`src/rtl/sfu_vec_collector_pkg.sv`:
```
// Shared types and helpers for the SFU vector collector.
// Consumers import sfu_pkg::*.
package sfu_pkg;

    typedef logic [15:0] fp16_t;

    localparam fp16_t FP16_POS_ZERO = 16'h0000;

    function automatic int len_w(input int cnt);
        return $clog2(cnt + 1);
    endfunction

endpackage

```
`src/rtl/sfu_vec_collector_if.sv`:
```
// Element stream in, parallel vector out, consumer release back.
// master = producer/consumer side, slave = collector.
interface sfu_vec_if #(
    parameter int DATA_WIDTH = 16,
    parameter int DATA_CNT   = 64,
    parameter int LEN_W      = sfu_pkg::len_w(DATA_CNT)
);
    logic                  in_valid;
    logic                  in_ready;
    logic [DATA_WIDTH-1:0] in_data;
    logic                  in_last;
    logic                  out_valid;
    logic                  out_start;
    logic [DATA_WIDTH-1:0] out_array [DATA_CNT];
    logic [LEN_W-1:0]      out_len;
    logic                  out_done;

    modport master (
        output in_valid, in_data, in_last, out_done,
        input  in_ready, out_valid, out_start, out_array, out_len
    );

    modport slave (
        input  in_valid, in_data, in_last, out_done,
        output in_ready, out_valid, out_start, out_array, out_len
    );
endinterface

```
`src/rtl/sfu_vec_collector_bank.sv`:
```
// One storage bank: write pointer, length register, padded read view.
// Early close on last_i only with SFU_ZERO_PAD_EN.
module sfu_vec_bank
    import sfu_pkg::*;
#(
    parameter int DATA_WIDTH = 16,
    parameter int DATA_CNT   = 64,
    parameter int LEN_W      = len_w(DATA_CNT)
) (
    input  logic                  clk,
    input  logic                  rst,
    input  logic                  wr_i,
    input  logic [DATA_WIDTH-1:0] data_i,
    input  logic                  last_i,
    output logic                  close_o,
    output logic [LEN_W-1:0]      len_o,
    output logic [DATA_WIDTH-1:0] arr_o [DATA_CNT]
);
    localparam int PTR_W = $clog2(DATA_CNT);

    logic [PTR_W-1:0]      ptr_q, ptr_d;
    logic [LEN_W-1:0]      len_q, len_d;
    logic [DATA_WIDTH-1:0] mem_q [DATA_CNT];
    logic                  end_hit;

    assign end_hit = (ptr_q == PTR_W'(DATA_CNT - 1));

`ifdef SFU_ZERO_PAD_EN
    assign close_o = wr_i && (end_hit || last_i);
`else
    logic unused_last;
    assign unused_last = last_i;
    assign close_o     = wr_i && end_hit;
`endif

    always_comb begin
        ptr_d = ptr_q;
        len_d = len_q;
        if (close_o) begin
            ptr_d = '0;
            len_d = LEN_W'(ptr_q) + LEN_W'(1);
        end else if (wr_i) begin
            ptr_d = ptr_q + PTR_W'(1);
        end
    end

    always_ff @(posedge clk) begin
        if (!rst) begin
            ptr_q <= '0;
            len_q <= '0;
            for (int i = 0; i < DATA_CNT; i++)
                mem_q[i] <= DATA_WIDTH'(FP16_POS_ZERO);
        end else begin
            ptr_q <= ptr_d;
            len_q <= len_d;
            if (wr_i)
                mem_q[ptr_q] <= data_i;
        end
    end

    // Stale entries from an earlier, longer vector must read as +0.
    always_comb begin
        for (int i = 0; i < DATA_CNT; i++) begin
`ifdef SFU_ZERO_PAD_EN
            arr_o[i] = (LEN_W'(i) < len_q) ? mem_q[i]
                                           : DATA_WIDTH'(FP16_POS_ZERO);
`else
            arr_o[i] = mem_q[i];
`endif
        end
    end

    assign len_o = len_q;

endmodule

```
`src/rtl/sfu_vec_collector.sv`:
```
// Ping-pong FP16 vector collector feeding the SFU array accumulator.
// Optional early close with zero padding: define SFU_ZERO_PAD_EN.
module sfu_vec_collector
    import sfu_pkg::*;
#(
    parameter int DATA_WIDTH = 16,
    parameter int DATA_CNT   = 64
) (
    input logic     clk,
    input logic     rst,
    sfu_vec_if.slave io
);
    localparam int LEN_W = len_w(DATA_CNT);

    logic                  wr_sel_q, wr_sel_d;
    logic                  rd_sel_q, rd_sel_d;
    logic [1:0]            full_q, full_d;
    logic                  started_q, started_d;
    logic                  in_ready;
    logic                  out_valid;
    logic                  accept;
    logic                  release_v;
    logic [1:0]            close;
    logic [LEN_W-1:0]      len [2];
    logic [DATA_WIDTH-1:0] arr [2][DATA_CNT];

    assign in_ready  = !full_q[wr_sel_q];
    assign accept    = io.in_valid && in_ready;
    assign out_valid = full_q[rd_sel_q];
    assign release_v = io.out_done && out_valid;

    for (genvar b = 0; b < 2; b++) begin : g_bank
        sfu_vec_bank #(
            .DATA_WIDTH (DATA_WIDTH),
            .DATA_CNT   (DATA_CNT),
            .LEN_W      (LEN_W)
        ) u_bank (
            .clk     (clk),
            .rst     (rst),
            .wr_i    (accept && (wr_sel_q == 1'(b))),
            .data_i  (io.in_data),
            .last_i  (io.in_last),
            .close_o (close[b]),
            .len_o   (len[b]),
            .arr_o   (arr[b])
        );
    end

    // Close and release never target the same bank in one cycle.
    always_comb begin
        full_d    = full_q;
        wr_sel_d  = wr_sel_q;
        rd_sel_d  = rd_sel_q;
        if (|close) begin
            full_d[wr_sel_q] = 1'b1;
            wr_sel_d         = !wr_sel_q;
        end
        if (release_v) begin
            full_d[rd_sel_q] = 1'b0;
            rd_sel_d         = !rd_sel_q;
        end
        started_d = release_v ? 1'b0 : out_valid;
    end

    always_ff @(posedge clk) begin
        if (!rst) begin
            wr_sel_q  <= 1'b0;
            rd_sel_q  <= 1'b0;
            full_q    <= '0;
            started_q <= 1'b0;
        end else begin
            wr_sel_q  <= wr_sel_d;
            rd_sel_q  <= rd_sel_d;
            full_q    <= full_d;
            started_q <= started_d;
        end
    end

    assign io.in_ready  = in_ready;
    assign io.out_valid = out_valid;
    assign io.out_start = out_valid && !started_q;
    assign io.out_len   = out_valid ? len[rd_sel_q] : '0;

    always_comb begin
        for (int i = 0; i < DATA_CNT; i++)
            io.out_array[i] = arr[rd_sel_q][i];
    end

endmodule
```
`src/flat_wrapper.sv`:
```
// flat-port wrapper written by rule: the top's interface ports become plain ports
module sfu_vec_collector_flat import sfu_pkg::*;
#(
    parameter int DATA_WIDTH = 16,
    parameter int DATA_CNT   = 64
)
  (clk, rst, io_in_valid, io_in_data, io_in_last, io_out_done, io_in_ready, io_out_valid, io_out_start, io_out_array, io_out_len);
  sfu_vec_if #(.DATA_WIDTH(DATA_WIDTH), .DATA_CNT(DATA_CNT)) io_i ();
  input logic clk;
  input logic rst;
  input wire logic [$bits(io_i.in_valid)-1:0] io_in_valid;
  input wire logic [$bits(io_i.in_data)-1:0] io_in_data;
  input wire logic [$bits(io_i.in_last)-1:0] io_in_last;
  input wire logic [$bits(io_i.out_done)-1:0] io_out_done;
  output wire logic [$bits(io_i.in_ready)-1:0] io_in_ready;
  output wire logic [$bits(io_i.out_valid)-1:0] io_out_valid;
  output wire logic [$bits(io_i.out_start)-1:0] io_out_start;
  output wire logic [$bits(io_i.out_array)-1:0] io_out_array;
  output wire logic [$bits(io_i.out_len)-1:0] io_out_len;
  assign io_i.in_valid = io_in_valid;
  assign io_i.in_data = io_in_data;
  assign io_i.in_last = io_in_last;
  assign io_i.out_done = io_out_done;
  assign io_in_ready = io_i.in_ready;
  assign io_out_valid = io_i.out_valid;
  assign io_out_start = io_i.out_start;
  assign io_out_array = {>>{io_i.out_array}};
  assign io_out_len = io_i.out_len;
  sfu_vec_collector #(.DATA_WIDTH(DATA_WIDTH), .DATA_CNT(DATA_CNT)) u_core (.clk(clk), .rst(rst), .io(io_i));
endmodule
```
`config.mk`:
```
export PLATFORM = sky130hd
export DESIGN_NAME = sfu_vec_collector_flat
export DESIGN_NICKNAME = d
export VERILOG_FILES = /design/src/rtl/sfu_vec_collector_pkg.sv /design/src/rtl/sfu_vec_collector_if.sv /design/src/rtl/sfu_vec_collector_bank.sv /design/src/rtl/sfu_vec_collector.sv /design/src/flat_wrapper.sv
export SDC_FILE = /design/constraint.sdc
export NUM_CORES = 2
export LEC_CHECK = 0
export CORE_ASPECT_RATIO = 0.6
export CORE_MARGIN = 2
export CORE_UTILIZATION = 51
export DETAILED_ROUTE_END_ITERATION = 7
export PLACE_DENSITY = 0.79
export SLEW_MARGIN = 40
export SYNTH_ARGS = -nofsm -noshare
export SYNTH_HDL_FRONTEND = slang
export SYNTH_SLANG_ARGS = --single-unit
```
`constraint.sdc`:
```
create_clock -name clk -period 2.76 [get_ports clk]
set_input_delay 0.276 -clock clk [delete_from_list [all_inputs] [get_ports clk]]
set_output_delay 0.276 -clock clk [all_outputs]
set_load 0.005 [all_outputs]
```
==> impl_metrics.yaml <==
cells_and_area:
  drive_above_1_share: 0.2492
  fin_area_mm2: 0.1111
  fin_nets: 7520
  seq_area_mm2: 0.06213
  fillCellCount: 11559
  multiInputGateArea_mm2: 0.02306
  synthToLayoutAreaGrowth_pct: 27.53
setup_path:
  critical_path.slowest_cell: "clkdlybuf4s50_1"
  path_class: "reg -> out"
  crit_start: "u_core.rd_sel_q"
  critPathTopFamily: "buffers and inverters"
  endpoint_kind: "output pin"
  startpoint_type: "register"
  endpoint: "io_out_array[382]"
  r2r_slack_ns: 0.14
  slowest_delay_ns: 0.49
  worst_r2r_startpoint: "u_core.g_bank[1].u_bank.ptr_q[0]"
  critPathBufInv: 4
  worst-endpoint-arrival_ns: 2.77
  cp.required_ns: 2.48
  cp_num_cells: 5
  r2r.worst_path.cells: 4
  worstReg2RegEnd: "u_core.g_bank[1].u_bank.mem_q[0][0]"
  path_cells: "buf_12, bufbuf_16, clkbuf_16, mux2_2, clkdlybuf4s50_1"
  path_max_fanout: 17
floorplan:
  die_x_um: 537.5
  io_pins: 1055
  die-area_mm2: 0.1742
  fp.dieH_um: 324.1
  coreArea_mm2: 0.1697
  rows: 117
  start_util: 0.5133
synthesis:
  synth_seq_cells: 2079
  async_reset_ff_frac: 0
  avgSynthCellArea_um2: 14.02
  netlist.top_cell.by_area: "edfxtp_1"
  synth_edf_count: 2048
  synth_area_mm2: 0.08708
  syn_nets: 6233
  synth_top_area_share: 0.7062
  yosysWarnings: 0
  ys_seq_area_frac: 0.7133
  synth_top_flop_cell: "edfxtp_1"
  syn-instance-count: 6210
  yosysUniqueCellTypes: 59
  yosys-top-cells-area: "edfxtp_1 71%, mux2_2 13%, nor2_1 8.3%, buf_2 1.7%, and2_1 1.1%"
placed_design:
  gp_congestion: 0.9211
  dpl_worst_slack_ns: 0.1309
  port_buffers: 1053
  dpl.hpwl_um: 223200
  dpl_cell_area_mm2: 0.1027
route:
  dr.pass1.iters: 6
  wl_per_cell_um: 33.80
  drt-initial-drc-count: 10920
  routed_via_density: 6.274
  drc: 0
  routed-via-count: 62193
  antenna_violating_nets_post_route: 0
  wl_um: 335000
global_route:
  grt_max_degree: 98
  grt_pass1_vias: 58145
  gr-total-overflow: 0
  antenna_found_initial: 23
  grt_pass1_wl_um: 443800
  grt.total_usage: 0.3684
power:
  p_leak_nw: 40.40
  ir_drop_uv: 448.7
  power_density_mw_per_mm2: 594.8
timing:
  maxSlewViolCount: 0
  setup_slack_ns: -0.2854
  rsz0062_at_grt: "yes"
  fin_crit_sh: 1.103
  tightest_slew_ns: 1.011
  fin_skew_ns: 0.07275
  finalCriticalPeriod_ns: 3.045
  fmaxAchievable_ghz: 0.3284
  setup_violations: 822
  slew_headroom: 0.3243
  hold_viol: 0
outcome:
  outcome: "complete, but fails checks"
  violations: "setup timing"
clock_tree:
  clk_latency_ns: 0.87
  path_clk_slew_ns: 0.07
  cts_tree: "done"
  cts_sinks: 2079
  cts_max_level: 4
  cts_buffers: 191
  clockBufferDepth: 4
  cts-root-buf: "clkbuf_16"
worst_hold_path:
  hp-class: "in -> reg"
job:
  maxCapViolCount: 0
==> cell usage after synthesis, types with 11 or more instances <==
cell      number
a21oi_1       24
and2_1       149
and3_1        12
buf_2        294
clkbuf_1     159
dfxtp_1       31
edfxtp_1    2048
inv_1         11
mux2_2      1024
nand2_1      230
nand2b_1      13
nand3_1       34
nand3_2       15
nand3b_2      12
nor2_1      1918
o21ai_0      111
==> power breakdown <==
group          total, W  switching [W]  internal (W)  leakage, nW
sequential       0.0361       0.000387        0.0357         20.9
combinational   0.00389        0.00228       0.00161         16.6
clock            0.0260         0.0119        0.0142         2.89
total            0.0661         0.0145        0.0515         40.4
==> registers in the layout, indices dropped and copies added (netlist names) <==
name and count:
u_core.g_bank.u_bank.mem_q 2048, u_core.g_bank.u_bank.len_o 14, u_core.g_bank.u_bank.ptr_q 12, u_core.full_q 2
u_core.rd_sel_q 1, u_core.started_q 1, u_core.wr_sel_q 1
==> routing by layer <==
metal | GRT usage | part of all wire | up-vias
met1 | 0.5064 | 0.36 | 30845
met2 | 0.5320 | 0.43 | 5890
met3 | 0.1101 | 0.15 | 916
met4 | 0.1903 | 0.057 | 4
met5 | 0 | 0.000063 | -
li1 | - | - | 24538
==> how the worst min path moves through the flow <==
stage                                      from                              endpoint  slack, ns  cells past startpoint
2_1_floorplan                       io_out_done                      u_core.started_q       0.36                      1
3_3_place_gp   u_core.g_bank[0].u_bank.len_o[3]      u_core.g_bank[0].u_bank.len_o[3]       0.43                      2
3_5_place_dp   u_core.g_bank[0].u_bank.len_o[6]      u_core.g_bank[0].u_bank.len_o[6]       0.44                      2
4_1_cts                           io_in_data[5]  u_core.g_bank[0].u_bank.mem_q[44][5]       0.03                      2
5_1_grt                           io_in_data[5]  u_core.g_bank[0].u_bank.mem_q[45][5]       0.06                      2
6_report                          io_in_data[5]  u_core.g_bank[0].u_bank.mem_q[44][5]       0.07                      2
==> stage by stage <==
stage	setup TNS [ns]	instances	total power [W]	utilization	hold slack, ns
6_report	-147.74	9913	0.06606	0.6546	0.07044
5_1_grt	-187.47	9905	0.06730	0.6545	0.05737
4_1_cts	-209.74	9861	0.06586	0.6464	0.02642
3_3_place_gp	0	9478	0.04048	0.6050	0.4350
3_5_place_dp	0	9478	0.04059	0.6050	0.4425
2_1_floorplan	-6.775	6210	0.03797	-	0.3553
==> cell families after synthesis <==
logic type,count (synthesis),share of synthesized area
simple gates,2459,0.1177
fa+ha+maj,2,0.0002873
flops,2079,0.7133
compound gates,153,0.009483
buf+inv,484,0.02572
mux,1033,0.1334
==> layout make-up <==
class,count,share of cell area
clock inverter,101,0.007695
inverter,13,0.0004394
antenna,9,0.0002028
timing repair buffer,1565,0.1538
multi-input combinational,3647,0.2076
tap,2261,0.02547
sequential,2079,0.5594
clock buffer,238,0.04539
==> cell usage in the layout, fill, tap and decap left out, types with 14 or more instances in the layout <==
| cell type | n |
|---|---|
| clkdlybuf4s50_1 | 764 |
| buf_2 | 20 |
| mux2_4 | 59 |
| nand3_1 | 34 |
| nor2_1 | 1918 |
| mux2_2 | 965 |
| and2_1 | 149 |
| dlymetal6s2s_1 | 187 |
| clkbuf_1 | 43 |
| o21ai_1 | 91 |
| nand2_1 | 221 |
| nand3_2 | 15 |
| buf_16 | 33 |
| dfxtp_1 | 26 |
| buf_12 | 94 |
| dlygate4sd2_1 | 60 |
| clkinv_1 | 40 |
| clkbuf_16 | 211 |
| clkinv_2 | 35 |
| clkdlybuf4s15_1 | 14 |
| a21oi_1 | 24 |
| buf_4 | 350 |
| edfxtp_1 | 2048 |
==> repair_timing <==
action / 4_1_cts / 5_1_grt
gates resized for setup: 188 / 253
setup buffers: 23 / 27
setup endpoints to repair: 1033 / 1024
hold buffers: 0 / 0
gates cloned: 22 / 19
No activity file was read; power rests on OpenSTA's default activity.
